File: config.mk
export PLATFORM = sky130hd
export DESIGN_NAME = regressor_ctrl
export DESIGN_NICKNAME = d
export VERILOG_FILES = /design/src/rtl/regressor_ctrl.sv
export SDC_FILE = /design/constraint.sdc
export NUM_CORES = 1
export LEC_CHECK = 0
export CAP_MARGIN = 20
export CORE_MARGIN = 1
export CORE_UTILIZATION = 55
export DETAILED_ROUTE_END_ITERATION = 8
export GPL_ROUTABILITY_DRIVEN = 0
export PLACE_DENSITY_LB_ADDON = 0.08
export SYNTH_ARGS = -nofsm -noshare
export SYNTH_HDL_FRONTEND = slang
export SYNTH_SLANG_ARGS = --single-unit
File: constraint.sdc
create_clock -name clk -period 3.7 [get_ports clk]
set_input_delay 1.11 -clock clk [delete_from_list [all_inputs] [get_ports clk]]
set_output_delay 1.11 -clock clk [all_outputs]
set_load 0.01 [all_outputs]
File: src/rtl/regressor_ctrl.sv
// regressor_ctrl: three-pass control unit for the linear-regressor datapath.
// Sequences sample passes, shared divider launches (xbar, ybar, b1), b0 load and divider timeout.
`default_nettype none

module regressor_ctrl #(
  parameter int N_SAMPLES   = 150,
  parameter int ADDR_W      = 8,
  parameter int DIV_TIMEOUT = 64
) (
  input  logic              clk,
  input  logic              rst,
  input  logic              start_i,
  input  logic              div_done_i,
  output logic [ADDR_W-1:0] addr_o,
  output logic              acc_clr_o,
  output logic              acc_en_o,
  output logic [1:0]        pass_sel_o,
  output logic              div_start_o,
  output logic [1:0]        div_sel_o,
  output logic              mean_ld_o,
  output logic              b1_ld_o,
  output logic              b0_ld_o,
  output logic              busy_o,
  output logic              ready_o,
  output logic              timeout_o
);

  localparam int CNT_W = $clog2(DIV_TIMEOUT + 1);
  localparam logic [ADDR_W-1:0] C_LAST_ADDR = ADDR_W'(N_SAMPLES - 1);
  localparam logic [CNT_W-1:0]  C_CNT_LAST  = CNT_W'(DIV_TIMEOUT - 1);

  typedef enum logic [3:0] {
    S_IDLE = 4'd0,
    S_CLR1 = 4'd1,
    S_P1   = 4'd2,
    S_MX   = 4'd3,
    S_MXW  = 4'd4,
    S_MY   = 4'd5,
    S_MYW  = 4'd6,
    S_CLR2 = 4'd7,
    S_P2   = 4'd8,
    S_B1   = 4'd9,
    S_B1W  = 4'd10,
    S_B0   = 4'd11,
    S_CLR3 = 4'd12,
    S_P3   = 4'd13,
    S_DONE = 4'd14
  } state_t;

  state_t             state_q, state_d;
  logic [ADDR_W-1:0]  addr_q, addr_d;
  logic [CNT_W-1:0]   cnt_q, cnt_d;
  logic               timeout_q, timeout_d;
  logic               start_q;

  logic               w_start_go;
  logic               w_wait;
  state_t             w_wait_next;

  assign w_start_go = start_i & ~start_q;

  always_ff @(posedge clk or posedge rst) begin
    if (rst) begin
      state_q   <= S_IDLE;
      addr_q    <= '0;
      cnt_q     <= '0;
      timeout_q <= 1'b0;
      start_q   <= 1'b0;
    end else begin
      state_q   <= state_d;
      addr_q    <= addr_d;
      cnt_q     <= cnt_d;
      timeout_q <= timeout_d;
      start_q   <= start_i;
    end
  end

  always_comb begin
    state_d     = state_q;
    addr_d      = addr_q;
    cnt_d       = cnt_q;
    timeout_d   = timeout_q;
    acc_clr_o   = 1'b0;
    acc_en_o    = 1'b0;
    pass_sel_o  = 2'd0;
    div_start_o = 1'b0;
    div_sel_o   = 2'd0;
    mean_ld_o   = 1'b0;
    b1_ld_o     = 1'b0;
    b0_ld_o     = 1'b0;
    ready_o     = 1'b0;
    w_wait      = 1'b0;
    w_wait_next = S_IDLE;

    case (state_q)
      S_IDLE, S_DONE: begin
        ready_o = (state_q == S_DONE);
        if (w_start_go) begin
          state_d   = S_CLR1;
          timeout_d = 1'b0;
        end
      end
      S_CLR1, S_CLR2, S_CLR3: begin
        acc_clr_o = 1'b1;
        addr_d    = '0;
        case (state_q)
          S_CLR1:  state_d = S_P1;
          S_CLR2:  state_d = S_P2;
          default: state_d = S_P3;
        endcase
      end
      S_P1, S_P2, S_P3: begin
        acc_en_o = 1'b1;
        case (state_q)
          S_P1:    pass_sel_o = 2'd0;
          S_P2:    pass_sel_o = 2'd1;
          default: pass_sel_o = 2'd2;
        endcase
        // Last sample returns addr to 0 rather than wrapping past N-1.
        if (addr_q == C_LAST_ADDR) begin
          addr_d = '0;
          case (state_q)
            S_P1:    state_d = S_MX;
            S_P2:    state_d = S_B1;
            default: state_d = S_DONE;
          endcase
        end else begin
          addr_d = addr_q + 1'b1;
        end
      end
      S_MX: begin
        div_start_o = 1'b1;
        div_sel_o   = 2'd0;
        cnt_d       = '0;
        state_d     = S_MXW;
      end
      S_MXW: begin
        div_sel_o   = 2'd0;
        mean_ld_o   = div_done_i;
        w_wait      = 1'b1;
        w_wait_next = S_MY;
      end
      S_MY: begin
        div_start_o = 1'b1;
        div_sel_o   = 2'd1;
        cnt_d       = '0;
        state_d     = S_MYW;
      end
      S_MYW: begin
        div_sel_o   = 2'd1;
        mean_ld_o   = div_done_i;
        w_wait      = 1'b1;
        w_wait_next = S_CLR2;
      end
      S_B1: begin
        div_start_o = 1'b1;
        div_sel_o   = 2'd2;
        cnt_d       = '0;
        state_d     = S_B1W;
      end
      S_B1W: begin
        div_sel_o   = 2'd2;
        b1_ld_o     = div_done_i;
        w_wait      = 1'b1;
        w_wait_next = S_B0;
      end
      S_B0: begin
        b0_ld_o = 1'b1;
        state_d = S_CLR3;
      end
      default: state_d = S_IDLE;
    endcase

    // Shared divider wait: advance on done, abort to IDLE once the budget is spent.
    if (w_wait) begin
      if (div_done_i) begin
        state_d = w_wait_next;
      end else if (cnt_q == C_CNT_LAST) begin
        state_d   = S_IDLE;
        timeout_d = 1'b1;
      end else begin
        cnt_d = cnt_q + 1'b1;
      end
    end
  end

  assign addr_o    = addr_q;
  assign timeout_o = timeout_q;
  assign busy_o    = (state_q != S_IDLE) && (state_q != S_DONE);

endmodule

`default_nettype wire
After elaboration in Yosys (flattened, before gate mapping). Index checks and enable logic that the tools add are counted.

Reductions and logical operators: 12. Muxes and demuxes: 31. Add/subtract/negate cells: 2. Eq/ne operators: 17. Bitwise gates (word level): 2.

Operator list (number): case mux 4 bit (8 select lines) (1); == test 4 bit, second input constant (7); 2-to-1 mux 7 bit (4); 2-to-1 mux 4 bit (5); == test 4 x 3 -> 1 bit, second input constant (4); case mux 4 bit (2 select lines) (2); case mux 8 bit (2 select lines) (1); 2-to-1 mux 1 bit (13); case mux 4 bit (3 select lines) (1); OR reduction 3 bit (4); adder 8 x 1 -> 8 bit, second input constant (1); == test 4 x 2 -> 1 bit, second input constant (2); == test 8 bit, second input constant (1); 2-to-1 mux 8 bit (1); case mux 2 bit (2 select lines) (2); OR reduction 2 bit (4); adder 7 x 1 -> 7 bit, second input constant (1); == test 7 x 6 -> 1 bit, second input constant (1); == test 4 x 1 -> 1 bit, second input constant (1); zero test 4 bit (1); inequality test 4 bit, second input constant (1); nonzero test 4 bit (1); 2-to-1 mux 2 bit (1); nonzero test 2 bit (1); 3 further kinds (3).

Bits in registers: 21. Word-level logic and storage cells: 69. Output and inout port bits: 21. Input bits: 4.

Longest topological paths before layout.
Depth after elaboration: 7. Gate-level depth with buffers: 6.

Worst setup path before layout. OpenSTA, ideal clock, no wires.

Path type: input-to-output. Start point: in div_done_i. End point: out b1_ld_o. Stages on the path: 2. Buffers on the path: 0. Arrival time: 1.436 ns. Required time: 2.590 ns. Setup slack: 1.154 ns. Path through: inv_1 > nor3_1.

Word-level cells in the longest chain between the ends: 1.

Ends and longest elaborated chain: from (decl) (line 13) `input logic div_done_i,`; 2-to-1 mux 1 bit (line 95) `case (state_q)`; to (decl) (line 21) `output logic b1_ld_o,`.

No other way between the ends.

Final worst setup path. Same ends and word-level chain as after synthesis.

==> results.json <==
{
  "drv_cap": 0,
  "ir_drop_uv": 442,
  "syn2layout_area_growth_pct": 21.3,
  "overflow": 0,
  "hold_buffers": 0,
  "finalMaxSlewViolations": 0,
  "status": "completed",
  "slowest_delay_ps": 570,
  "crit_path_start": "div_done_i",
  "ys_types": 52,
  "io_buffer_count": 24,
  "async_reset_ff_share_pct": 100,
  "setup.worst_path.start_class": "input pin",
  "powerDensity_nw_per_um2": 738,
  "drive_above_1_share_pct": 9.77,
  "final_cell_mix": "clkdlybuf4s50_1, dfrtp_1, o21ai_0",
  "std_cell_rows": 17,
  "yosys_warnings": 0,
  "drt_iter0_markers": 30,
  "crit_path_end_kind": "primary output",
  "antenna_left": 0,
  "syn_nets": 157,
  "grt.total_usage_pct": 25.6,
  "swShare_pct": 44.4,
  "tns_ps": 0,
  "p_seq_share_pct": 33.8,
  "rsz0062_at_grt": "no",
  "die_area_sq_um": 2690,
  "cp.required_ps": 2590,
  "cp_num_buf_inv": 3,
  "crit_fanout": 3,
  "numCtsBuffers": 3,
  "hold_depth": 1,
  "fmax_mhz": 284,
  "worst-path-stages": 4,
  "p_leak_nw": 0.720,
  "viasPerCell": 6.32,
  "cts.clk_slew.worst_paths_ps": 120,
  "worstPathArrival_ps": 2410,
  "timing.final.hold_violations": 0,
  "synth_edf_count": 0,
  "die_h_um": 51.8,
  "syn_area_sq_um": 1370,
  "hp-class": "reg -> reg",
  "seq_area_frac_synth_pct": 38.5,
  "timing_worst_slew_pin_value_ps": 807,
  "slew_headroom_pct": 46.2,
  "wl_per_cell_um": 15.9,
  "drc": 0,
  "power.internal_mw": 0.680,
  "vias": 1277,
  "ys_ff_latch": 21,
  "antennaDiodeCount": 0,
  "coreArea_sq_um": 2280,
  "antenna_found_initial": 0,
  "crit_family": "buffers and inverters",
  "min_period_ps": 3520,
  "ios": 25,
  "timing.final.crit_share_pct": 95.1,
  "grt_pass1_wl_um": 5060,
  "insertion_delay_ps": 310,
  "r2r_cells": 4,
  "skew_ps": 3.86,
  "postSynthAreaPerCell_sq_um": 9.11,
  "p_sw_mw": 0.544,
  "clock-root-buffer": "clkbuf_4",
  "synth-main-ff-cell": "dfrtp_1",
  "worst_path_max_delay_cell": "clkdlybuf4s50_1",
  "stdcell_count": 202,
  "post_cts_resize_count": 0,
  "worstSetupPathType": "in -> out",
  "grt_pass1_vias": 1086,
  "power_frac_clock_pct": 9.6,
  "finalWirelength_um": 3210,
  "cp_cell_sequence": "clkdlybuf4s50_1, inv_1, nor3_1, clkdlybuf4s50_1",
  "p_comb_share_pct": 56.5,
  "post_cts_buffers": 0,
  "dp_hpwl_um": 2320,
  "nNetsFinal": 182,
  "start_util_pct": 60.0,
  "setup_viol": 0,
  "cts.sinks": 21,
  "min_from": "cnt_q[5]",
  "fp.dieW_um": 51.8,
  "fill_cells": 174,
  "htreeDepth": 1,
  "syn_inst": 150,
  "cts_tree": "yes",
  "mostFrequentLayoutCell": "clkdlybuf4s50_1",
  "clk_path_buf_depth": 2,
  "place_inst": 198,
  "first_pass_iters": 4,
  "crit_top_cell": "clkdlybuf4s50_1",
  "grt_max_degree": 23,
  "reg2reg_from": "state_q[2]"
}
-- synthesized netlist by cell type, drive strengths merged (3+ instances only) --
master   n  share of area, %
a211o    5               3.3
a211oi   4               2.2
a21oi    6               2.2
and2     3               1.6
and3     6               2.7
buf      3               1.0
clkbuf   3              0.82
dfrtp   21                38
ha       3               2.7
inv      7               1.9
nand2    8               2.2
nand2b   6               2.7
nand3    5               1.8
nor2     8               2.2
nor2b    3               1.4
nor3     9               3.3
o21ai   10               3.7
-- final cells by class --
type,count,area (sq um),area share (%)
clock buffer,4,26.3,1.58
inverter,7,26.3,1.58
multi-input combinational,116,790,47.6
sequential,21,526,31.7
tap,28,35.0,2.11
timing repair buffer,26,255,15.4
-- through the flow --
stage	hold WS (ps)	utilization [%]	power [mW]	area [sq um]	setup WS (ps)
global placement	479	71.7	1.07	1630	171
floorplan	451	-	0.833	1370	1150
CTS	505	72.8	1.22	1660	180
global route	525	72.8	1.30	1660	102
detailed placement	486	71.7	1.10	1630	199
finish	520	72.8	1.22	1660	180
-- worst paths after layout --
| check | to | slack [ps] |
|---|---|---|
| worst max-delay path | b1_ld_o | 180 |
| worst min-delay path | cnt_q[5] | 520 |
| worst max register to register | cnt_q[3] | 1540 |
| worst min register to register | cnt_q[5] | 520 |
| max in group asynchronous | start_q | 1970 |
| min in group asynchronous | addr_o[0] | 1230 |
-- per-layer routing --
metal / vias to the layer above / routed length [um] / GRT usage, %
met3: 4 / 112 / 3.51
met4: 0 / 38 / 9.46
met2: 30 / 1580 / 41.9
li1: 610 / - / -
met5: - / 0 / 0
met1: 633 / 1480 / 34.3
-- power groups by stage --
stage               combinational (mW)  sequential (mW)  clock [mW]
global route                     0.748            0.427       0.126
CTS                              0.690            0.411       0.120
global placement                 0.666            0.407           0
finish                           0.692            0.414       0.118
floorplan                        0.486            0.347           0
detailed placement               0.688            0.416           0
-- logic make-up (layout without fill, tap and decap cells) --
logic type | Yosys count | count (layout) | synth area share (%)
simple gates | 61 | 61 | 25.9
compound gates | 46 | 46 | 24.8
flops | 21 | 21 | 38.5
buf+inv | 13 | 37 | 3.75
fa+ha+maj | 3 | 3 | 2.75
xor+xnor | 3 | 3 | 1.92
mux | 3 | 3 | 2.38
-- registers in the layout (all words and copies together), names as in the netlist --
| register | cells |
|---|---|
| state_q | 4 |
| addr_o | 8 |
| start_q | 1 |
| timeout_o | 1 |
| cnt_q | 7 |
No activity file was read; power rests on OpenSTA's default activity.
